--- src/rtl/sll_multicycle_pkg.sv ---
// sll_multicycle_pkg: shifter constants and FSM encoding shared with the right-shift units
package sll_multicycle_pkg;
    localparam int DATA_W  = 32;
    localparam int SHAMT_W = 5;
    localparam int STEP_N  = 5;
    localparam int STEP_W  = 3;
    typedef enum logic [1:0] {IDLE = 2'd0, SHIFT = 2'd1, DONE = 2'd2} state_t;
endpackage

--- src/rtl/sll_multicycle_if.sv ---
// sll_multicycle_if: start/operand/result bundle of the multicycle left shifter
interface sll_multicycle_if;
    import sll_multicycle_pkg::*;
    logic               ctrl_start;
    logic [DATA_W-1:0]  data_operandA;
    logic [SHAMT_W-1:0] ctrl_shiftamt;
    logic [DATA_W-1:0]  data_result;
    logic               data_resultRDY;
    logic               ctrl_overflow;
    logic               busy;
    modport master (
        output ctrl_start, data_operandA, ctrl_shiftamt,
        input  data_result, data_resultRDY, ctrl_overflow, busy
    );
    modport slave (
        input  ctrl_start, data_operandA, ctrl_shiftamt,
        output data_result, data_resultRDY, ctrl_overflow, busy
    );
endinterface

--- src/rtl/sll_multicycle_step.sv ---
// sll_step: one conditional logical left shift by 2^k, flagging any 1 bits pushed past the MSB
module sll_step
    import sll_multicycle_pkg::*;
(
    input  logic [DATA_W-1:0] value,
    input  logic              enable,
    input  logic [STEP_W-1:0] k,
    output logic [DATA_W-1:0] shifted,
    output logic              lost
);
    logic [SHAMT_W:0]  amt;
    logic [DATA_W-1:0] top_mask;
    assign amt      = (SHAMT_W + 1)'(1) << k;
    assign top_mask = ~({DATA_W{1'b1}} >> amt);
    assign shifted  = enable ? value << amt : value;
    assign lost     = enable & |(value & top_mask);
endmodule

--- src/rtl/sll_multicycle.sv ---
// sll_multicycle: 32-bit logical left shifter, one binary-weighted step per cycle,
// fixed 5-cycle latency from accepted start to the data_resultRDY pulse.
module sll_multicycle #(
    parameter int DATA_W  = sll_multicycle_pkg::DATA_W,
    parameter int SHAMT_W = sll_multicycle_pkg::SHAMT_W
) (
    input  logic              clock,
    input  logic              reset_n,
    sll_multicycle_if.slave   bus
);
    import sll_multicycle_pkg::state_t;
    import sll_multicycle_pkg::IDLE;
    import sll_multicycle_pkg::SHIFT;
    import sll_multicycle_pkg::DONE;
    import sll_multicycle_pkg::STEP_N;
    import sll_multicycle_pkg::STEP_W;

    state_t             state_q, state_d;
    logic [DATA_W-1:0]  work_q, result_q, shifted;
    logic [SHAMT_W-1:0] shamt_q;
    logic [STEP_W-1:0]  step_q;
    logic               ovf_work_q, ovf_q, lost, accept, last;

    assign accept = (state_q != SHIFT) & bus.ctrl_start;
    assign last   = step_q == STEP_W'(STEP_N - 1);

    sll_step u_step (
        .value  (work_q),
        .enable (shamt_q[step_q]),
        .k      (step_q),
        .shifted(shifted),
        .lost   (lost)
    );

    always_ff @(posedge clock or negedge reset_n) begin
        if (!reset_n) state_q <= IDLE;
        else          state_q <= state_d;
    end

    always_comb begin
        state_d = accept ? SHIFT : (state_q == SHIFT) ? (last ? DONE : SHIFT) : IDLE;
    end

    // work register iterates privately; the visible result only changes on the final step
    always_ff @(posedge clock or negedge reset_n) begin
        if (!reset_n) begin
            work_q     <= '0;
            shamt_q    <= '0;
            step_q     <= '0;
            ovf_work_q <= 1'b0;
            result_q   <= '0;
            ovf_q      <= 1'b0;
        end else if (accept) begin
            work_q     <= bus.data_operandA;
            shamt_q    <= bus.ctrl_shiftamt;
            step_q     <= '0;
            ovf_work_q <= 1'b0;
        end else if (state_q == SHIFT) begin
            work_q     <= shifted;
            ovf_work_q <= ovf_work_q | lost;
            step_q     <= step_q + 1'b1;
            if (last) begin
                result_q <= shifted;
                ovf_q    <= ovf_work_q | lost;
            end
        end
    end

    assign bus.data_result    = result_q;
    assign bus.ctrl_overflow  = ovf_q;
    assign bus.data_resultRDY = state_q == DONE;
    assign bus.busy           = state_q == SHIFT;
endmodule
--- src/flat_wrapper.sv ---
// flat-port wrapper written by rule: the top's interface ports become plain ports
module sll_multicycle_flat import sll_multicycle_pkg::state_t; import sll_multicycle_pkg::IDLE; import sll_multicycle_pkg::SHIFT; import sll_multicycle_pkg::DONE; import sll_multicycle_pkg::STEP_N; import sll_multicycle_pkg::STEP_W;
#(
    parameter int DATA_W  = sll_multicycle_pkg::DATA_W,
    parameter int SHAMT_W = sll_multicycle_pkg::SHAMT_W
)
  (clock, reset_n, bus_ctrl_start, bus_data_operandA, bus_ctrl_shiftamt, bus_data_result, bus_data_resultRDY, bus_ctrl_overflow, bus_busy);
  sll_multicycle_if bus_i ();
  input  logic clock;
  input  logic reset_n;
  input wire logic [$bits(bus_i.ctrl_start)-1:0] bus_ctrl_start;
  input wire logic [$bits(bus_i.data_operandA)-1:0] bus_data_operandA;
  input wire logic [$bits(bus_i.ctrl_shiftamt)-1:0] bus_ctrl_shiftamt;
  output wire logic [$bits(bus_i.data_result)-1:0] bus_data_result;
  output wire logic [$bits(bus_i.data_resultRDY)-1:0] bus_data_resultRDY;
  output wire logic [$bits(bus_i.ctrl_overflow)-1:0] bus_ctrl_overflow;
  output wire logic [$bits(bus_i.busy)-1:0] bus_busy;
  assign bus_i.ctrl_start = bus_ctrl_start;
  assign bus_i.data_operandA = bus_data_operandA;
  assign bus_i.ctrl_shiftamt = bus_ctrl_shiftamt;
  assign bus_data_result = bus_i.data_result;
  assign bus_data_resultRDY = bus_i.data_resultRDY;
  assign bus_ctrl_overflow = bus_i.ctrl_overflow;
  assign bus_busy = bus_i.busy;
  sll_multicycle #(.DATA_W(DATA_W), .SHAMT_W(SHAMT_W)) u_core (.clock(clock), .reset_n(reset_n), .bus(bus_i));
endmodule
--- config.mk ---
export PLATFORM = sky130hd
export DESIGN_NAME = sll_multicycle_flat
export DESIGN_NICKNAME = d
export VERILOG_FILES = /design/src/rtl/sll_multicycle_pkg.sv /design/src/rtl/sll_multicycle_if.sv /design/src/rtl/sll_multicycle_step.sv /design/src/rtl/sll_multicycle.sv /design/src/flat_wrapper.sv
export SDC_FILE = /design/constraint.sdc
export NUM_CORES = 1
export LEC_CHECK = 0
export CORE_AREA = 2 2 145 147
export DETAILED_ROUTE_END_ITERATION = 6
export DIE_AREA = 0 0 147 149
export SYNTH_ARGS = -nofsm -noshare
export SYNTH_HDL_FRONTEND = slang
export SYNTH_SLANG_ARGS = --single-unit
--- constraint.sdc ---
create_clock -name clock -period 3.1 [get_ports clock]
set_input_delay 0.62 -clock clock [delete_from_list [all_inputs] [get_ports clock]]
set_output_delay 0.62 -clock clock [all_outputs]
set_load 0.005 [all_outputs]
==> metrics.txt, run 1 <==
Max VDD drop=roughly 0.76 mV; Post-synth EDFFs=0; Final WS setup=0.207 ns; Ports=75; layout cells sized above 1=13.6%; #FFs+latches synth=between 70 and 80; vias in the first global route=a little under 6000; Power Density=1450 nW/um^2; GRT Overall Usage=21.3%; gate count of the mapped netlist=704; drt drc=0; final WL=23500 um; Synth Warn #=0; Largest stage delay, worst path=0.48 ns; CTS tree=done; Ant. Diodes=0; horizontal die dimension=approximately 150 um; CP bufs+invs=2; Setup Slack @ Placement=0.194 ns; Synth area leader=dfrtp_1; Pre-antenna DRT Iters=5; Clock Latency Late Sink=0.36 ns; Buffers on Ports=74; most frequent cell after synthesis=dfrtp_1; sequential element share of the synthesized area=about a third; worst r2r path cells=9; final hold vios=0; initial antenna violation count=0; worst reg2reg endpoint=u_core.ovf_work_q$_DFFE_PN0P_; top-area cell type share of the netlist area=31.7%; startpoint types=flip-flop; top cells by count, synth=76 x dfrtp_1, 73 x nand2_1, 55 x nor2_1; first-pass GRT wire length=35900 um; Initial Util=29.2%; Area Overhead vs Synth=23.1%; Initial DRC Count=approximately 880; Async SR Flop Fraction=100%; Setup Crit Path Kind=flip-flop to flip-flop; total negative setup slack=0 ns; max-slew violation count=0; nets=802; post-route ant nets=0; DP HPWL=17100 um; Synth Flop Type=dfrtp_1; Vias/cell=5.94; post-route minimum period=2.89 ns; Worst-Margin Slew=approximately 1.0 ns; post_cts resized=0; setup slack, reg-to-reg=just over 0.2 ns; Sink Count=76; # rows=53; core area=20600 um^2; CTS Root Cell=clkbuf_16; syn avg cell area=8.53 um^2; WP data required=3.33 ns; Setup-failing EPs final=0; Post-Syn Area=6010 um^2; WL/cell=between 20 and 25 um; CP cell instances=inv_1, ha_1, nor2_1, o21ai_0, nand2_1, o211ai_1, nor4_1, buf_4, o32ai_1; period utilization=93.3%; GPL Wtd Cong=1.02; leak pwr=2.92 nW; CTS H-tree lvls=3; # hold bufs at CTS=0; RSZ-0062 raised after global routing=false; top post-synthesis cells by area=dfrtp_1 32%, mux2i_1 6.8%, nand2_1 4.6%; WP data arrival=3.12 ns; Max-Cap Viols=0; Syn Nets=~750; post-CTS setup buffers=0; slowest CP cell=dfrtp_1; category of the worst setup path capture point=flip-flop; total die area=21900 um^2; Via Count=6157; Synth cell types=just over 80; Num CTS Buffers=9; status=finished clean; Critical R2R Launch=u_core.step_q[0]$_DFFE_PN0P_; worst min-delay path class=input pin to asynchronous set/reset pin; maximum clock path buffer count=2; Crit path max-delay family=simple AND/OR/NAND/NOR gates; grt total ovfl=0; Reg clk slew, reported paths=roughly 0.070 ns; die height=149 um; Slew headroom=about 34%; Final Skew=0.00924 ns; Peak Freq=approximately 350 MHz; Crit Path Max Fanout=16; largest net degree at the start of global routing=77
## kinds of logic (layout without fill, tap and decap cells)
logic type / after synthesis / count (layout) / share of synthesized area (%)
AO/OA/AOI/OAI: 268 / 268 / 32.3
AND/OR/NAND/NOR: 203 / 203 / 16.6
buffers and inverters: 99 / 157 / 8.58
flip-flops: 76 / 76 / 31.7
multiplexers: 53 / 53 / 9.83
adder cells (fa/ha/maj): 5 / 5 / 1.04
## power breakdown
part / internal [mW] / total, mW / switching [mW]
clock: 0.792 / 1.26 / 0.470
sequential: 1.47 / 2.27 / 0.800
combinational: 2.96 / 7.17 / 4.22
total: 5.22 / 10.7 / 5.49
## worst max-delay path by stage
stage / startpoint / to / slack, ns / depth (start not counted)
after floorplan: u_core.step_q[2]$_DFFE_PN0P_ / u_core.work_q[28]$_DFFE_PN0P_ / 0.73 / 9
after global placement: u_core.step_q[1]$_DFFE_PN0P_ / u_core.ovf_work_q$_DFFE_PN0P_ / 0.07 / 10
after detailed placement: u_core.step_q[1]$_DFFE_PN0P_ / u_core.ovf_work_q$_DFFE_PN0P_ / 0.19 / 10
after CTS: u_core.step_q[1]$_DFFE_PN0P_ / u_core.ovf_work_q$_DFFE_PN0P_ / 0.16 / 10
after global routing: u_core.step_q[0]$_DFFE_PN0P_ / u_core.work_q[26]$_DFFE_PN0P_ / 0.02 / 8
final: u_core.step_q[0]$_DFFE_PN0P_ / u_core.ovf_work_q$_DFFE_PN0P_ / 0.21 / 9
## metal layers
metal  vias to the layer above  routed length [um]  track usage, %
met4                         0                 738            7.07
met3                        48                2010            3.79
li1                       2757                   -               -
met1                      3018               10300            30.3
met2                       334               10400            32.9
met5                         -                   0               0
## layout make-up
class | instances | area (um^2)
Clock buffer | 9 | 225
Clock inverter | 7 | 124
Fill cell | 2171 | 13200
Inverter | 19 | 71.3
Multi-Input combinational cell | 529 | 3610
Sequential cell | 76 | 1900
Tap cell | 275 | 344
Timing Repair Buffer | 122 | 1120
## through the flow
stage               power (mW)  cell area (um^2)  hold WS, ns  utilization (%)  cells
CTS                       10.5              7390        0.462             35.9   1037
global route              11.3              7400        0.498             36.0   1037
detailed placement        9.21              7040        0.457             34.2   1021
floorplan                 6.71              6010        0.324                -    704
finish                    10.7              7400        0.420             36.0   1037
global placement          9.25              7040        0.457             34.2   1021
## flip-flops by register name, summed over array words and instances (netlist names)
name and flops:
u_core.step_q 3, u_core.state_q 2, u_core.ovf_work_q 1, u_core.bus.data_result 32, u_core.bus.ctrl_overflow 1, u_core.work_q 32
u_core.shamt_q 5
## layout by cell type (no fill, tap or decap), drive strengths merged, types with 9 or more instances in the layout
| cell type | count |
|---|---|
| a211oi | 13 |
| a21oi | 40 |
| a221o | 11 |
| a221oi | 15 |
| a22oi | 29 |
| a2bb2oi | 12 |
| buf | 49 |
| clkbuf | 9 |
| clkdlybuf4s50 | 73 |
| dfrtp | 76 |
| inv | 17 |
| mux2i | 41 |
| nand2 | 74 |
| nand3 | 12 |
| nor2 | 57 |
| nor2b | 13 |
| nor3b | 9 |
| o211ai | 16 |
| o21ai | 57 |
| o22a | 10 |
Note: power is estimated with default switching activity, not from simulation.
==> run 2: changes to the inputs <==
CORE_AREA = 5 5 134 136   (was 2 2 145 147)
DIE_AREA = 0 0 139 141   (was 0 0 147 149)
SYNTH_HIERARCHICAL = 1   (was default)
==> metrics.txt, run 2 <==
status=finished clean (unchanged); top cells by count, synth=76 x dfrtp_1, 64 x nand2_1, 51 x o21ai_0 (was 76 x dfrtp_1, 73 x nand2_1, 55 x nor2_1); # rows=48 (was 53); #FFs+latches synth=76 (unchanged); DP HPWL=9720 um (was 17100 um); Critical path origin=u_core/step_q[1]$_DFFE_PN0P_ (was u_core.step_q[0]$_DFFE_PN0P_); post-CTS setup buffers=0 (unchanged); drt drc=0 (unchanged); Setup-failing EPs final=0 (unchanged); WP data arrival=2.84 ns (was 3.12 ns); Slew headroom=36.3% (was 33.6%); final hold vios=0 (unchanged); CTS H-tree lvls=3 (unchanged); most frequent cell after synthesis=dfrtp_1 (unchanged); Syn Nets=504 (was 749); gate count of the mapped netlist=458 (was 704); total die area=19600 um^2 (was 21900 um^2); Initial Util=29.1% (was 29.2%); Async SR Flop Fraction=100% (unchanged); top post-synthesis cells by area=dfrtp_1 39%, mux2i_1 8.4%, mux2_4 8.3% (was dfrtp_1 32%, mux2i_1 6.8%, nand2_1 4.6%); GRT Overall Usage=14.5% (was 21.3%); Area Overhead vs Synth=24.4% (was 23.1%); WP data required=3.33 ns (about the same); Pre-antenna DRT Iters=5 (unchanged); Max VDD drop=0.464 mV (was 0.758 mV); syn avg cell area=10.7 um^2 (was 8.53 um^2); Crit Path Max Fanout=20 (was 16); slowest CP cell=nand2_1 (was dfrtp_1); initial antenna violation count=0 (unchanged); Ports=75 (unchanged); Via Count=3900 (was 6157); CTS tree=done (unchanged); category of the worst setup path capture point=flip-flop (unchanged); Worst-Margin Slew=0.955 ns (was 0.995 ns); Synth area leader=dfrtp_1 (unchanged); total negative setup slack=0 ns (unchanged); Critical R2R Launch=u_core/step_q[1]$_DFFE_PN0P_ (was u_core.step_q[0]$_DFFE_PN0P_); grt total ovfl=0 (unchanged); die height=141 um (was 149 um); Sink Count=76 (unchanged); most frequent cells in the layout=74 x dfrtp_1, 72 x clkdlybuf4s50_1, 64 x nand2_1, 51 x o21ai_0, 41 x mux2i_1 (was 76 x dfrtp_1, 73 x nand2_1, 73 x clkdlybuf4s50_1, 55 x nor2_1, 47 x buf_4); horizontal die dimension=139 um (was 147 um); RSZ-0062 raised after global routing=false (unchanged); post-route ant nets=0 (unchanged); Power Density=1130 nW/um^2 (was 1450 nW/um^2); Reg clk slew, reported paths=0.06 ns (was 0.07 ns); nets=564 (was 802); post-route minimum period=2.61 ns (was 2.89 ns); Peak Freq=383 MHz (was 346 MHz); CP cell instances=mux2i_1, or3_1, o31ai_1, buf_4, nand2_1, a222oi_1, inv_1, mux2_4 (was inv_1, ha_1, nor2_1, o21ai_0, nand2_1, o211ai_1, nor4_1, buf_4, o32ai_1); leak pwr=2.68 nW (was 2.92 nW); GPL Wtd Cong=0.878 (was 1.02); sequential element share of the synthesized area=38.9% (was 31.7%); maximum clock path buffer count=2 (unchanged); Max-Cap Viols=0 (unchanged); Final Skew=0.00868 ns (was 0.00924 ns); Setup Crit Path Kind=flip-flop to flip-flop (unchanged); max-slew violation count=0 (unchanged); Final Power=6.89 mW (was 10.7 mW); final WL=13900 um (was 23500 um); Initial DRC Count=306 (was 882); largest net degree at the start of global routing=77 (unchanged); Synth Flop Type=dfrtp_1 (unchanged); Ant. Diodes=0 (unchanged); Synth cell types=50 (was 82); Largest stage delay, worst path=0.46 ns (was 0.48 ns); worst min-delay path class=input pin to asynchronous set/reset pin (unchanged); first-pass GRT wire length=22700 um (was 35900 um); Num CTS Buffers=9 (unchanged); startpoint types=flip-flop (unchanged); Post-synth EDFFs=0 (unchanged); CP bufs+invs=2 (unchanged); most common cell after layout, fill and taps aside=dfrtp_1 (unchanged); # hold bufs at CTS=0 (unchanged); Buffers on Ports=74 (unchanged); Clock Latency Late Sink=0.34 ns (was 0.36 ns); layout cells sized above 1=17.4% (was 13.6%); Crit path max-delay family=simple AND/OR/NAND/NOR gates (unchanged); vias in the first global route=4017 (was 5879); post_cts resized=0 (unchanged); CTS Root Cell=clkbuf_16 (unchanged); period utilization=84.3% (was 93.3%); WL/cell=18.6 um (was 22.7 um); Synth Warn #=6 (was 0); core area=16800 um^2 (was 20600 um^2); Vias/cell=5.21 (was 5.94); top-area cell type share of the netlist area=38.9% (was 31.7%); Post-Syn Area=4890 um^2 (was 6010 um^2)
[run 2: changes by cell type after synthesis, moves of 10 or more]
cell / previous run / this run
a21oi_1: 40 / 18
a221o_1: 11 / 0
o211ai_1: 14 / 2
clkbuf_1: 37 / 12
a221oi_1: 13 / 1
o21ai_1: 21 / 0
mux4_2: 4 / 17
nor2_1: 55 / 15
a22oi_1: 28 / 5
a2bb2oi_1: 11 / 0
nand3_1: 12 / 2
mux2_4: 0 / 27
o21ai_0: 36 / 51
[run 2: layout make-up]
class | instances | area [um^2]
Fill cell | 1696 | 10700
Multi-Input combinational cell | 334 | 2730
Sequential cell | 76 | 1900
Timing Repair Buffer | 84 | 808
Tap cell | 225 | 282
Clock buffer | 13 | 270
Inverter | 13 | 48.8
Clock inverter | 3 | 43.8
[run 2: through the flow]
step | setup WS, ns | utilization (%) | instances | area [um^2] | hold slack, ns
final | 0.487 | 36.2 | 748 | 6080 | 0.438
after global routing | 0.308 | 36.2 | 748 | 6080 | 0.524
after CTS | 0.496 | 36.2 | 748 | 6080 | 0.468
after detailed placement | 0.520 | 34.3 | 732 | 5770 | 0.496
after global placement | 0.603 | 34.3 | 732 | 5770 | 0.478
after floorplan | 0.943 | - | 458 | 4890 | 0.324
[run 2: path summary, 6_finish.rpt]
| check | end | slack, ns | cells past startpoint |
|---|---|---|---|
| hold / removal | u_core/bus.data_result[15]$_DFFE_PN0P_ | 0.44 | 1 |
| min in group clock | u_core/bus.ctrl_overflow$_DFFE_PN0P_ | 0.51 | 2 |
| max in group asynchronous | u_core/step_q[1]$_DFFE_PN0P_ | 2.00 | 1 |
| hold reg to reg | u_core/bus.ctrl_overflow$_DFFE_PN0P_ | 0.51 | 2 |
| setup reg to reg | u_core/bus.data_result[19]$_DFFE_PN0P_ | 0.49 | 8 |
| setup / recovery | u_core/bus.data_result[19]$_DFFE_PN0P_ | 0.49 | 8 |
[run 2: logic make-up after synthesis]
kind of cell,after synthesis,synth area share (%)
AND/OR/NAND/NOR,108,10.3
buffers and inverters,48,5.35
flip-flops,76,38.9
AO/OA/AOI/OAI,119,15.5
multiplexers,101,28.5
adder cells (fa/ha/maj),6,1.53
[run 2: power breakdown]
group | switching, mW | internal [mW] | leakage (nW)
Clock | 0.401 | 0.689 | 0.156
Combinational | 1.94 | 1.87 | 1.56
Sequential | 0.556 | 1.43 | 0.962
[run 2: metal layers]
metal | global-route usage [%] | wire, um | up-vias
met1 | 19.7 | 6290 | 1947
met4 | 3.91 | 218 | 0
met3 | 4.04 | 793 | 15
met2 | 23.0 | 6590 | 117
met5 | 0 | 0 | -
li1 | - | - | 1821
